--- src/rtl/pad_pkg.sv ---
// Shared types and constants for the NES-style gamepad reader.
// Button bit positions follow the order bits arrive on the wire.
package pad_pkg;

    typedef enum logic [2:0] {
        IDLE,
        LATCH,
        LOW,
        HIGH,
        DONE
    } pad_state_t;

    typedef logic [7:0] btn_t;

    localparam int BTN_A      = 0;
    localparam int BTN_B      = 1;
    localparam int BTN_SELECT = 2;
    localparam int BTN_START  = 3;
    localparam int BTN_UP     = 4;
    localparam int BTN_DOWN   = 5;
    localparam int BTN_LEFT   = 6;
    localparam int BTN_RIGHT  = 7;

endpackage

--- src/rtl/pad_sync.sv ---
// Two-flop synchronizer for the pad serial line.
// Resets to 1 so an idle line reads as "not pressed".
module pad_sync (
    input  logic clk,
    input  logic rst,
    input  logic d,
    output logic q
);

    logic meta;

    always_ff @(posedge clk) begin
        if (rst) begin
            meta <= 1'b1;
            q    <= 1'b1;
        end else begin
            meta <= d;
            q    <= meta;
        end
    end

endmodule

--- src/rtl/pad_reader.sv ---
// Polls an NES-style pad over latch/clock and presents registered buttons.
// Define PAD_DEBOUNCE_EN to require two matching frames before updating.
module pad_reader
    import pad_pkg::*;
#(
    parameter int CLK_DIV     = 300,
    parameter int POLL_PERIOD = 833_333
) (
    input  logic clk,
    input  logic rst,
    input  logic pad_data,
    output logic pad_latch,
    output logic pad_clk,
    output logic A,
    output logic B,
    output logic Select,
    output logic Start,
    output logic Up,
    output logic Down,
    output logic Left,
    output logic Right,
    output logic frame_valid
);

    localparam int PHW = $clog2(2 * CLK_DIV);
    localparam int PLW = (POLL_PERIOD > 1) ? $clog2(POLL_PERIOD) : 1;

    localparam logic [PHW-1:0] LATCH_LAST = PHW'(2 * CLK_DIV - 1);
    localparam logic [PHW-1:0] HALF_LAST  = PHW'(CLK_DIV - 1);
    localparam logic [PLW-1:0] POLL_LAST  = PLW'(POLL_PERIOD - 1);

    pad_state_t     state;
    logic [PHW-1:0] phase;
    logic [PLW-1:0] poll;
    logic [2:0]     idx;
    btn_t           cap;
    btn_t           btn;
    logic           data_sync;
    logic           pressed;
`ifdef PAD_DEBOUNCE_EN
    btn_t           prev;
`endif

    pad_sync u_sync (
        .clk (clk),
        .rst (rst),
        .d   (pad_data),
        .q   (data_sync)
    );

    assign pressed = ~data_sync;

    // pad_latch/pad_clk are set on the transition into the next state
    always_ff @(posedge clk) begin
        if (rst) begin
            state       <= IDLE;
            phase       <= '0;
            poll        <= '0;
            idx         <= '0;
            cap         <= '0;
            btn         <= '0;
            pad_latch   <= 1'b0;
            pad_clk     <= 1'b1;
            frame_valid <= 1'b0;
`ifdef PAD_DEBOUNCE_EN
            prev        <= '0;
`endif
        end else begin
            frame_valid <= 1'b0;
            case (state)
                IDLE: begin
                    if (poll == POLL_LAST) begin
                        poll      <= '0;
                        state     <= LATCH;
                        pad_latch <= 1'b1;
                    end else begin
                        poll <= poll + PLW'(1);
                    end
                end
                LATCH: begin
                    if (phase == LATCH_LAST) begin
                        phase     <= '0;
                        idx       <= '0;
                        state     <= LOW;
                        pad_latch <= 1'b0;
                        pad_clk   <= 1'b0;
                    end else begin
                        phase <= phase + PHW'(1);
                    end
                end
                LOW: begin
                    if (phase == HALF_LAST) begin
                        phase    <= '0;
                        cap[idx] <= pressed;
                        state    <= HIGH;
                        pad_clk  <= 1'b1;
                    end else begin
                        phase <= phase + PHW'(1);
                    end
                end
                HIGH: begin
                    if (phase == HALF_LAST) begin
                        phase <= '0;
                        if (idx == 3'd7) begin
                            state <= DONE;
                        end else begin
                            idx     <= idx + 3'd1;
                            state   <= LOW;
                            pad_clk <= 1'b0;
                        end
                    end else begin
                        phase <= phase + PHW'(1);
                    end
                end
                DONE: begin
`ifdef PAD_DEBOUNCE_EN
                    if (cap == prev) btn <= cap;
                    prev <= cap;
`else
                    btn <= cap;
`endif
                    frame_valid <= 1'b1;
                    state       <= IDLE;
                end
                default: state <= IDLE;
            endcase
        end
    end

    assign A      = btn[BTN_A];
    assign B      = btn[BTN_B];
    assign Select = btn[BTN_SELECT];
    assign Start  = btn[BTN_START];
    assign Up     = btn[BTN_UP];
    assign Down   = btn[BTN_DOWN];
    assign Left   = btn[BTN_LEFT];
    assign Right  = btn[BTN_RIGHT];

endmodule

--- config.mk ---
export PLATFORM = sky130hd
export DESIGN_NAME = pad_reader
export DESIGN_NICKNAME = d
export VERILOG_FILES = /design/src/rtl/pad_pkg.sv /design/src/rtl/pad_sync.sv /design/src/rtl/pad_reader.sv
export SDC_FILE = /design/constraint.sdc
export NUM_CORES = 1
export LEC_CHECK = 0
export ABC_AREA = 1
export CAP_MARGIN = 20
export CORE_MARGIN = 2
export CORE_UTILIZATION = 35
export DETAILED_ROUTE_END_ITERATION = 7
export PLACE_DENSITY = 0.61
export SLEW_MARGIN = 20
export SYNTH_ARGS = -nofsm -noshare
export SYNTH_HDL_FRONTEND = slang
export SYNTH_SLANG_ARGS = --single-unit
--- constraint.sdc ---
create_clock -name clk -period 2.7 [get_ports clk]
set_clock_uncertainty 0.2 [all_clocks]
set_input_delay 0.405 -clock clk [delete_from_list [all_inputs] [get_ports clk]]
set_output_delay 0.405 -clock clk [all_outputs]
set_load 0.02 [all_outputs]
After elaboration in Yosys (flattened, before gate mapping). Cells that the tools add are included. Widths: inputs -> output; s select.

Bits in registers: 57.

Bitwise operators: 1. Equality and inequality tests: 13. Reduce and logical (&&, ||, !) cells: 12. $add $sub $neg: 3. $lt $le $gt $ge: 2. Muxes and demuxes: 25.

Operators with widths (number): $mux 3 (8); $add 20x1->20 const B (1); $eq 20x20->1 const B (1); $mux 10 (2); $mux 20 (1); $pmux 10 s2 (1); $pmux 3 s4 (1); $add 10x1->10 const B (1); $eq 10x10->1 const B (1); $eq 10x9->1 const B (1); $ne 2x2->1 const B (5); $bwmux 8 (1); $reduce_and 4->1 (2); $mux 1 (7); $eq 3x2->1 const B (2); $eq 3x3->1 const B (2); $pmux 3 s2 (1); $reduce_bool 2->1 (3); $reduce_and 5->1 (1); $lt 3x4->1 const B (1); $add 3x1->3 const B (1); $demux 1 s3 (1); $eq 3x1->1 const B (1); $ge 3x1->1 const B (1); other kinds (9) (9).

Logic depth before layout (Yosys ltp).
Depth in word-level cells: 5. Depth in mapped cells: 10.

Cells and area by module. A second synthesis with hierarchy kept.

Cell total of the unflattened synthesis: 440. Area, all modules: 2962.8 um^2.

Modules (own cells, without submodules): pad_reader (area each 2904.0 um^2, cells an instance 433, sequential area each 1101.1 um^2, instances 1); pad_sync (area each 58.8 um^2, cells an instance 7, sequential area each 40.0 um^2, instances 1).

Least setup slack after synthesis. OpenSTA, ideal clock, no wires.

Path type: flip-flop to flip-flop. Start point: reg phase[0]. End point: reg pad_clk. Period minus slack after synthesis: 1.562 ns. Stages on the path, launching flop included: 11. Setup time: 0.130 ns. Path buffers: 0. Setup slack: 1.138 ns. Arrival: 1.232 ns. Cells stage by stage: dfxtp_1 ha_1 nand2_1 nor2_1 nand3_1 nand2_2 nand2_1 inv_2 nand2_1 nand2_1 nand3_1.

Word-level cells in the longest chain between the ends: 3. Elaborated cells between the ends (all ways): 6.

Ends and longest elaborated chain: from (decl) (RTL line pad_reader.sv:33) `logic [PHW-1:0] phase;`; from (signal assigned) (RTL line pad_reader.sv:88) `phase <= phase + PHW'(1);`; from (signal assigned) (RTL line pad_reader.sv:98) `phase <= phase + PHW'(1);`; from (signal assigned) (RTL line pad_reader.sv:112) `phase <= phase + PHW'(1);`; $eq 10x9->1 / $eq 10x10->1 (equally long branches) (RTL line pad_reader.sv:92, pad_reader.sv:102, pad_reader.sv:81); $ne 2x2->1 (no source line); $reduce_and 5->1 (no source line) (*); to (signal assigned) (RTL line pad_reader.sv:86) `pad_clk <= 1'b0;`; to (signal assigned) (RTL line pad_reader.sv:96) `pad_clk <= 1'b1;`; to (signal assigned) (RTL line pad_reader.sv:109) `pad_clk <= 1'b0;`; to (decl) (RTL line pad_reader.sv:13) `output logic pad_clk,`.

Every way passes the cells marked *; elsewhere a longest branch is shown, timed or not. A chain may end at the register's enable or synchronous reset.

Worst setup path after layout.
Start point: reg pad_latch. End point: out pad_latch.

RTL lines: from (decl) (RTL line pad_reader.sv:12) `output logic pad_latch,`; from (signal assigned) (RTL line pad_reader.sv:62) `pad_latch <= 1'b0;`; from (signal assigned) (RTL line pad_reader.sv:75) `pad_latch <= 1'b1;`; from (signal assigned) (RTL line pad_reader.sv:85) `pad_latch <= 1'b0;`.

No word-level cell between the ends.

==> out/metrics.cfg <==
[synthesis]
ys.flop_type = dfxtp_1
ys_types = 30
avgSynthCellArea_um2 = 7.09
yosysWarnings = 0
netlist_top_cells_area = dfxtp_1 (38%), nor2_1 (11%), nand2_1 (10%), nand3_1 (5.7%), inv_1 (4.5%)
postSynthCellCount = 421
syn_nets = 429
ys_seq_elements = 57
yosysTopAreaCell = dfxtp_1
async_flop_share = 0
synth_enable_flop_cells = 0
synth.cell_area_mm2 = 0.00298
ys_seq_area_frac = 0.383
synth.top_cell.area_share = 0.383

[finish]
area_growth_pct = 14.1
mostFrequentLayoutCell = nor2_1
nFillCells = 864
final_util = 0.412
num_antenna_cells = 0
final_cell_mix = nor2_1 (84), nand2_1 (83), dfxtp_1 (57)
drive_gt1_frac = 0.112
final_nets = 448

[clocking]
htreeDepth = 3
clkTransAtPathRegs_ns = 0.08
cts.repair.resized = 0
root_buffer = clkbuf_8
clock_path_buffers = 2
cts_tree = built
cts.sinks = 57
clk_latency_ns = 0.35
ctsHoldBuffers = 0
cts_inserted_buffers = 9
cts_setup_buffers = 0

[floorplan]
core_mm2 = 0.00826
io_pins = 14
die_x_um = 96.3
die_h_um = 96.3
start_util = 0.361
num_rows = 33
die_area_mm2 = 0.00928

[drt]
first_pass_iters = 4
routedWlPerCell_um = 11.7
drtIter0Drc = 133
drt_wl_total_um = 6460
vias_per_cell = 4.87
drc = 0
ant_nets = 0
vias = 2681

[run]
maxCapViolCount = 0

[worst_setup_path]
cpMaxStageDelayCell = clkdlybuf4s50_1
start_kind = flop
path_buf_inv = 1
crit_type = flop to output pin
critPathArrivalTime_ns = 1.38
path_cells = clkdlybuf4s50_1
path_max_fanout = 3
required_ns = 2.10
reg2reg_slack_ns = 0.72
endpoint_kind = output pin
crit_path_max_incr_delay_ns = 0.63
critPathTopFamily = buffers and inverters

[global_routing]
grt_antenna_before_repair = 0
grt_max_degree = 22
grt_pass1_vias = 2590
grt_first_pass_wirelength_um = 11400
gr-total-overflow = 0
grt.total_usage = 0.157

[sta]
whs_ns = 0.204
fmax_ghz = 0.503
setup_slack_ns = 0.712
worst_pin_slew_ns = 0.343
post-route-period-util = 0.736
drv_slew = 0
tns_ns = 0
hold_viol_final = 0
relSlewSlack = 0.770
setup_viol = 0
fin_crit_ns = 1.99
rsz0062_at_grt = false

[pwr]
p_per_area_mw_per_mm2 = 743
p_leak_nw = 1.33
p_total_mw = 2.53
vdd_drop_max_v = 0.000310

[placement]
dp_hpwl_um = 4720
portBuffers = 13
gp_congestion = 0.874
dp_slack_ns = 0.690

[outcome]
status = finished clean

[min_path]
hold_class = flop to flop

path summary, 6_finish.rpt:
kind	from	endpoint	cells after the start
hold reg to reg	u_sync.meta	u_sync.q	1
setup / recovery	pad_latch	pad_latch	1
setup reg to reg	state[1]	poll[10]	6
hold / removal	u_sync.meta	u_sync.q	1
flip-flops by register name, summed over array words and instances, names as in the netlist:
signal       count
u_sync.q         1
u_sync.meta      1
idx              3
phase           10
pad_latch        1
pad_clk          1
cap              8
state            3
frame_valid      1
poll            20
btn              8
layout make-up:
class                      instances  area, um^2  share of cell area
tap                              105         131              0.0386
sequential                        57        1140               0.335
inverter                          45         169              0.0497
multi-input combinational        312        1620               0.476
clock inverter                     7        71.3              0.0210
clock buffer                       9         124              0.0364
timing repair buffer              15         145              0.0427
logic make-up after synthesis:
| logic type | count (synthesis) | synth area share |
|---|---|---|
| AO/OA/AOI/OAI | 33 | 0.0554 |
| XOR/XNOR | 16 | 0.0470 |
| adder cells (fa/ha/maj) | 5 | 0.0210 |
| buffers and inverters | 52 | 0.0742 |
| flip-flops | 57 | 0.383 |
| AND/OR/NAND/NOR | 258 | 0.420 |
cell usage after synthesis (4+ instances only):
master,number
nor2_1,84
nand2_1,83
dfxtp_1,57
inv_1,36
nand3_1,34
a21oi_1,21
nand4_1,21
xor2_1,13
o21ai_0,12
inv_2,7
nor3_1,7
ha_1,5
nor2_2,4
nor3_2,4
metrics by stage:
| step | cell area (um^2) | std cells |
|---|---|---|
| after CTS | 3400 | 550 |
| after floorplan | 2980 | 421 |
| final | 3400 | 550 |
| after detailed placement | 3210 | 534 |
| after global routing | 3400 | 550 |
| after global placement | 3210 | 534 |
where the power goes:
group	internal (mW)	switching (mW)
combinational	0.214	0.530
sequential	0.912	0.0828
clock	0.423	0.366
metal layers:
layer | track usage | vias to the layer above | share of wire
met3 | 0.0407 | 12 | 0.038
met5 | 0 | - | 0
met2 | 0.274 | 49 | 0.50
li1 | - | 1394 | -
met1 | 0.185 | 1226 | 0.45
met4 | 0.0552 | 0 | 0.014
Note: power is estimated with default switching activity, not from simulation.
